[src/rtl/operand_entry_ctrl_if.sv]
// rtl/operand_entry_ctrl_if.sv - keypad and converter-side signals of the operand entry sequencer
interface operand_entry_ctrl_if;
  logic       key_valid;
  logic [3:0] key_code;
  logic       key_ready;
  logic [3:0] hundreds;
  logic [3:0] tens;
  logic [3:0] ones;
  logic       is_signed;
  logic       i_ce;
  logic       a;
  logic       b;
  logic       operand_sel;
  logic       operands_valid;

  modport slave (
    input  key_valid, key_code,
    output key_ready, hundreds, tens, ones, is_signed,
           i_ce, a, b, operand_sel, operands_valid
  );

  modport master (
    output key_valid, key_code,
    input  key_ready, hundreds, tens, ones, is_signed,
           i_ce, a, b, operand_sel, operands_valid
  );
endinterface

[src/rtl/operand_entry_ctrl.sv]
// rtl/operand_entry_ctrl.sv - collects two signed 3-digit operands and sequences the BCD-to-binary converter
module operand_entry_ctrl #(
  parameter int CONV_CYCLES = 3
) (
  input logic                  CLK,
  input logic                  RST,
  operand_entry_ctrl_if.slave  bus
);
  typedef enum logic [1:0] {ENTRY, CONVERT, DONE} state_t;

  localparam int            CW        = $clog2(CONV_CYCLES + 1);
  localparam logic [CW-1:0] LAST      = CW'(CONV_CYCLES - 1);
  localparam bit            ONE_CYCLE = (CONV_CYCLES == 1);

  state_t        state;
  logic [1:0]    count;
  logic [CW-1:0] cyc;
  logic          take;

  assign take = bus.key_valid && bus.key_ready && (state == ENTRY);

  always_ff @(posedge CLK or posedge RST) begin
    if (RST) begin
      state              <= ENTRY;
      count              <= 2'd0;
      cyc                <= '0;
      bus.key_ready      <= 1'b0;
      bus.hundreds       <= 4'd0;
      bus.tens           <= 4'd0;
      bus.ones           <= 4'd0;
      bus.is_signed      <= 1'b0;
      bus.i_ce           <= 1'b0;
      bus.a              <= 1'b0;
      bus.b              <= 1'b0;
      bus.operand_sel    <= 1'b0;
      bus.operands_valid <= 1'b0;
    end else begin
      case (state)
        ENTRY: begin
          bus.key_ready <= 1'b1;
          if (take) begin
            if (bus.key_code <= 4'd9) begin
              if (count != 2'd3) begin
                bus.hundreds <= bus.tens;
                bus.tens     <= bus.ones;
                bus.ones     <= bus.key_code;
                count        <= count + 2'd1;
              end
            end else if (bus.key_code == 4'hA) begin
              bus.is_signed <= ~bus.is_signed;
            end else if (bus.key_code == 4'hB) begin
              bus.hundreds  <= 4'd0;
              bus.tens      <= 4'd0;
              bus.ones      <= 4'd0;
              bus.is_signed <= 1'b0;
              count         <= 2'd0;
            end else if (bus.key_code == 4'hC) begin
              // Strobe lands on the last enable cycle, which is this one if the converter needs only one.
              state         <= CONVERT;
              cyc           <= '0;
              bus.key_ready <= 1'b0;
              bus.i_ce      <= 1'b1;
              bus.a         <= ONE_CYCLE && !bus.operand_sel;
              bus.b         <= ONE_CYCLE && bus.operand_sel;
            end
          end
        end

        CONVERT: begin
          if (cyc == LAST) begin
            bus.i_ce      <= 1'b0;
            bus.a         <= 1'b0;
            bus.b         <= 1'b0;
            bus.hundreds  <= 4'd0;
            bus.tens      <= 4'd0;
            bus.ones      <= 4'd0;
            bus.is_signed <= 1'b0;
            count         <= 2'd0;
            if (!bus.operand_sel) begin
              bus.operand_sel <= 1'b1;
              bus.key_ready   <= 1'b1;
              state           <= ENTRY;
            end else begin
              bus.operands_valid <= 1'b1;
              state              <= DONE;
            end
          end else begin
            cyc <= cyc + 1'b1;
            if ((cyc + 1'b1) == LAST) begin
              bus.a <= !bus.operand_sel;
              bus.b <= bus.operand_sel;
            end
          end
        end

        DONE: begin
          bus.operands_valid <= 1'b0;
          bus.operand_sel    <= 1'b0;
          bus.key_ready      <= 1'b1;
          state              <= ENTRY;
        end

        default: state <= ENTRY;
      endcase
    end
  end
endmodule

[src/flat_wrapper.sv]
// flat-port wrapper written by rule: the top's interface ports become plain ports
module operand_entry_ctrl_flat 
#(
  parameter int CONV_CYCLES = 3
)
  (CLK, RST, bus_key_valid, bus_key_code, bus_key_ready, bus_hundreds, bus_tens, bus_ones, bus_is_signed, bus_i_ce, bus_a, bus_b, bus_operand_sel, bus_operands_valid);
  operand_entry_ctrl_if bus_i ();
  input logic CLK;
  input logic RST;
  input wire logic [$bits(bus_i.key_valid)-1:0] bus_key_valid;
  input wire logic [$bits(bus_i.key_code)-1:0] bus_key_code;
  output wire logic [$bits(bus_i.key_ready)-1:0] bus_key_ready;
  output wire logic [$bits(bus_i.hundreds)-1:0] bus_hundreds;
  output wire logic [$bits(bus_i.tens)-1:0] bus_tens;
  output wire logic [$bits(bus_i.ones)-1:0] bus_ones;
  output wire logic [$bits(bus_i.is_signed)-1:0] bus_is_signed;
  output wire logic [$bits(bus_i.i_ce)-1:0] bus_i_ce;
  output wire logic [$bits(bus_i.a)-1:0] bus_a;
  output wire logic [$bits(bus_i.b)-1:0] bus_b;
  output wire logic [$bits(bus_i.operand_sel)-1:0] bus_operand_sel;
  output wire logic [$bits(bus_i.operands_valid)-1:0] bus_operands_valid;
  assign bus_i.key_valid = bus_key_valid;
  assign bus_i.key_code = bus_key_code;
  assign bus_key_ready = bus_i.key_ready;
  assign bus_hundreds = bus_i.hundreds;
  assign bus_tens = bus_i.tens;
  assign bus_ones = bus_i.ones;
  assign bus_is_signed = bus_i.is_signed;
  assign bus_i_ce = bus_i.i_ce;
  assign bus_a = bus_i.a;
  assign bus_b = bus_i.b;
  assign bus_operand_sel = bus_i.operand_sel;
  assign bus_operands_valid = bus_i.operands_valid;
  operand_entry_ctrl #(.CONV_CYCLES(CONV_CYCLES)) u_core (.CLK(CLK), .RST(RST), .bus(bus_i));
endmodule
[config.mk]
export PLATFORM = sky130hd
export DESIGN_NAME = operand_entry_ctrl_flat
export DESIGN_NICKNAME = d
export VERILOG_FILES = /design/src/rtl/operand_entry_ctrl_if.sv /design/src/rtl/operand_entry_ctrl.sv /design/src/flat_wrapper.sv
export SDC_FILE = /design/constraint.sdc
export NUM_CORES = 1
export LEC_CHECK = 0
export CAP_MARGIN = 5
export CORE_ASPECT_RATIO = 1.25
export CORE_MARGIN = 1
export CORE_UTILIZATION = 44
export DETAILED_ROUTE_END_ITERATION = 7
export HOLD_SLACK_MARGIN = 0.1
export MAX_ROUTING_LAYER = met4
export PLACE_DENSITY_LB_ADDON = 0.15
export SYNTH_ARGS = -nofsm -noshare
export SYNTH_HDL_FRONTEND = slang
export SYNTH_SLANG_ARGS = --single-unit
[constraint.sdc]
create_clock -name CLK -period 1.9 [get_ports CLK]
set_input_delay 0.38 -clock CLK [delete_from_list [all_inputs] [get_ports CLK]]
set_output_delay 0.38 -clock CLK [all_outputs]
set_load 0.005 [all_outputs]
==> run_results.csv <==
group,metric,value,unit
sta,worst_slew_pin_slew,0.315,ns
drt,firstDrtPassIters,4,
cts,htreeDepth,1,
setup_path,crit_type,"flip-flop to flip-flop",
power_and_ir_drop,finalPower,1.85,mW
floorplanning,core_area,2530,sq um
floorplanning,initial_utilization,47.8,%
layout,layoutNonFillerInstCount,177,
cts,cts_tree,"built",
cts,root_buffer,"clkbuf_4",
synthesis,synth_area,1210,sq um
global_routing,track_usage,19.7,%
synthesis,ys_seq_elements,25,
layout,nFillCells,212,
global_routing,first_global_vias,939,
flow_run,cap_violations,0,
drt,drc_errors,0,
synthesis,yosys_warnings,0,
synthesis,async_flop_share,100,%
place,place.gp.congestion,0.849,
global_routing,grt_max_degree,26,
setup_path,worstPathCellList,"inv_1, ha_2, nand2b_1, a21oi_2, nand2_1, buf_4, a22o_1",
sta,drv_slew,0,
layout,drive_gt1_share,15.3,%
sta,worst_clock_skew,0.00449,ns
global_routing,antenna_found_initial,0,
global_routing,grt_pass1_wl,4170,microns
sta,timing.final.crit_share,91.2,%
setup_path,start_kind,"flip-flop",
global_routing,grt_overflow_total,0,
cts,cts_made_buffers,3,
cts,clk_latency,0.31,ns
floorplanning,rows,20,
floorplanning,pin_count,26,
setup_path,slowest_delay,0.43,ns
sta,holdWs,0.398,ns
floorplanning,die_h,60.6,microns
sta,rsz0062_at_grt,"no",
synthesis,synth.distinct_cells,33,
synthesis,synth_cells,104,
power_and_ir_drop,ir_worst_vdd,0.000547,V
floorplanning,die_x,48.9,microns
layout,fin_area,1620,sq um
drt,routedWlPerCell,14.3,microns
drt,ant_nets,0,
cts,cts.path.max_buffers,2,
sta,finalSetupTns,0,ns
sta,setup_viol,0,
run_status,status,"completed",
floorplanning,dieArea,2960,sq um
power_and_ir_drop,leakagePower,0.724,nW
sta,max_slew_margin,78.7,%
setup_path,end_kind,"flip-flop",
setup_path,r2r_setup_slack,0.17,ns
drt,vias,971,
cts,cts_num_sinks,25,
cts,clk_transition_reported_paths,0.13,ns
place,dp_cells,173,
setup_path,cp_top_family,"flip-flops",
setup_path,crit_fanout,9,
layout,area_growth,34.1,%
sta,hold_viol_final,0,
place,io_buffer_count,25,
place,place_hpwl,1920,microns
drt,wl,2530,microns
sta,period_minus_slack,1.73,ns
synthesis,ys.flop_type,"dfrtp_1",
drt,vias_per_cell,5.49,
worst_hold_path,hold_path_class,"input pin to asynchronous set/reset pin",
synthesis,ys_seq_area_share,51.8,%
layout,fin_nets,159,
layout,num_antenna_cells,0,
sta,fmax,577,MHz
cts,cts_setup_buffers,0,
setup_path,r2r-start,"u_core.state[1]$_DFFE_PP0P_",
drt,drt-initial-drc-count,11,
setup_path,r2r_cells,7,
setup_path,worstPathRequired,2.12,ns
setup_path,crit_path_top_delay_cell,"dfrtp_1",
setup_path,worst-endpoint-arrival,1.95,ns
synthesis,syn-num-nets,118,
setup_path,reg2reg_to,"u_core.bus.tens[1]$_DFFE_PP0P_",
synthesis,syn_avg_cell_area,11.6,sq um
power_and_ir_drop,powerDensity,1150,nW/um^2
synthesis,synth-edff-count,0,
place,placed_area,1590,sq um
setup_path,critical_path_buf_inv_count,2,
-- what timing repair did --
action | 4_1_cts | 5_1_grt
gates resized for setup | 0 | 2
endpoints found under the setup margin | 0 | 14
hold buffers | 0 | 0
endpoints found under the hold margin | 0 | 0
-- stage by stage --
step	worst slack (ns)	util, %
after global placement	-0.0596	62.8
after floorplan	0.170	-
after CTS	0.0323	63.8
after global routing	0.0142	64.1
after detailed placement	-0.124	62.8
final	0.168	64.1
-- layer usage --
metal | wire, microns | GRT usage (%)
met3 | 59 | 2.26
met4 | 14 | 8.82
met5 | 0 | -
met2 | 1380 | 37.7
met1 | 1070 | 20.4
-- how the worst max path moves through the flow --
stage	from	end	slack (ns)	depth (start not counted)
2_1_floorplan	u_core.state[0]$_DFFE_PP0P_	u_core.bus.ones[1]$_DFFE_PP0P_	0.17	7
3_3_place_gp	bus_key_code[3]	u_core.bus.ones[0]$_DFFE_PP0P_	-0.06	6
3_5_place_dp	bus_key_code[3]	u_core.bus.tens[1]$_DFFE_PP0P_	-0.12	6
4_1_cts	u_core.state[1]$_DFFE_PP0P_	u_core.bus.tens[1]$_DFFE_PP0P_	0.03	7
5_1_grt	u_core.state[1]$_DFFE_PP0P_	u_core.count[0]$_DFFE_PP0P_	0.01	7
6_report	u_core.state[1]$_DFFE_PP0P_	u_core.bus.tens[1]$_DFFE_PP0P_	0.17	7
-- final cells by class --
class	instances	area [sq um]	area share, %
Inverter	8	30.0	1.85
Multi-Input combinational cell	68	541	33.4
Tap cell	33	41.3	2.55
Timing Repair Buffer	39	355	21.9
Clock buffer	4	26.3	1.62
Sequential cell	25	626	38.6
-- worst register-to-register path, delay by kind of cell, from the launching register on --
family                     cells  cell delay [ns]
AOI/OAI and AO/OA              2             0.42
adders and majority gates      1             0.28
buffers and inverters          2             0.30
DFF                            1             0.43
and+or+nand+nor                2             0.22
-- kinds of logic (layout without fill, tap and decap cells) --
logic type	count (synthesis)	in the layout	synth area share (%)
compound gates	38	38	25.0
flops	25	25	51.8
simple gates	21	21	10.3
buf+inv	11	51	3.94
fa+ha+maj	7	7	7.25
mux	2	2	1.76
-- power breakdown --
group	leakage (nW)	switching, mW	internal [mW]	total, mW
clock network	0.0150	0.156	0.0821	0.238
logic	0.392	0.326	0.493	0.819
registers	0.317	0.109	0.688	0.797
total	0.724	0.591	1.26	1.85
-- cells in the final DEF, fill, tap and decap left out, types with 2 or more instances in the layout --
| master | instances |
|---|---|
| ha_1 | 6 |
| dfrtp_1 | 25 |
| nand4b_1 | 2 |
| nand2_1 | 7 |
| nand2b_1 | 3 |
| clkdlybuf4s50_1 | 25 |
| clkbuf_4 | 3 |
| nor4b_1 | 2 |
| a21oi_1 | 4 |
| a32o_1 | 2 |
| a22o_1 | 15 |
| o21ai_0 | 3 |
| buf_4 | 14 |
| a31oi_1 | 2 |
| nor2_1 | 2 |
| inv_1 | 8 |
-- sequential cells by signal, summed over array words and instances, names as in the netlist, 2 cells and up --
register             count
u_core.cyc               2
u_core.bus.tens          4
u_core.count             2
u_core.bus.hundreds      4
u_core.state             2
u_core.bus.ones          4
-- cells in the mapped netlist (2+ instances only) --
cell type  number  area share (%)
nor2_1          2            0.62
a32o_1          2             1.7
nand2_1         7             2.2
inv_1           8             2.5
nand4b_1        2             1.5
buf_2           2            0.83
o21ai_0         3             1.2
nor4b_1         2             1.5
a22o_1         15              11
a31oi_1         2             1.0
ha_1            7             7.3
dfrtp_1        25              52
nand2b_1        3             1.6
a21oi_1         5             2.1
Power figures use the tool's default switching activity.
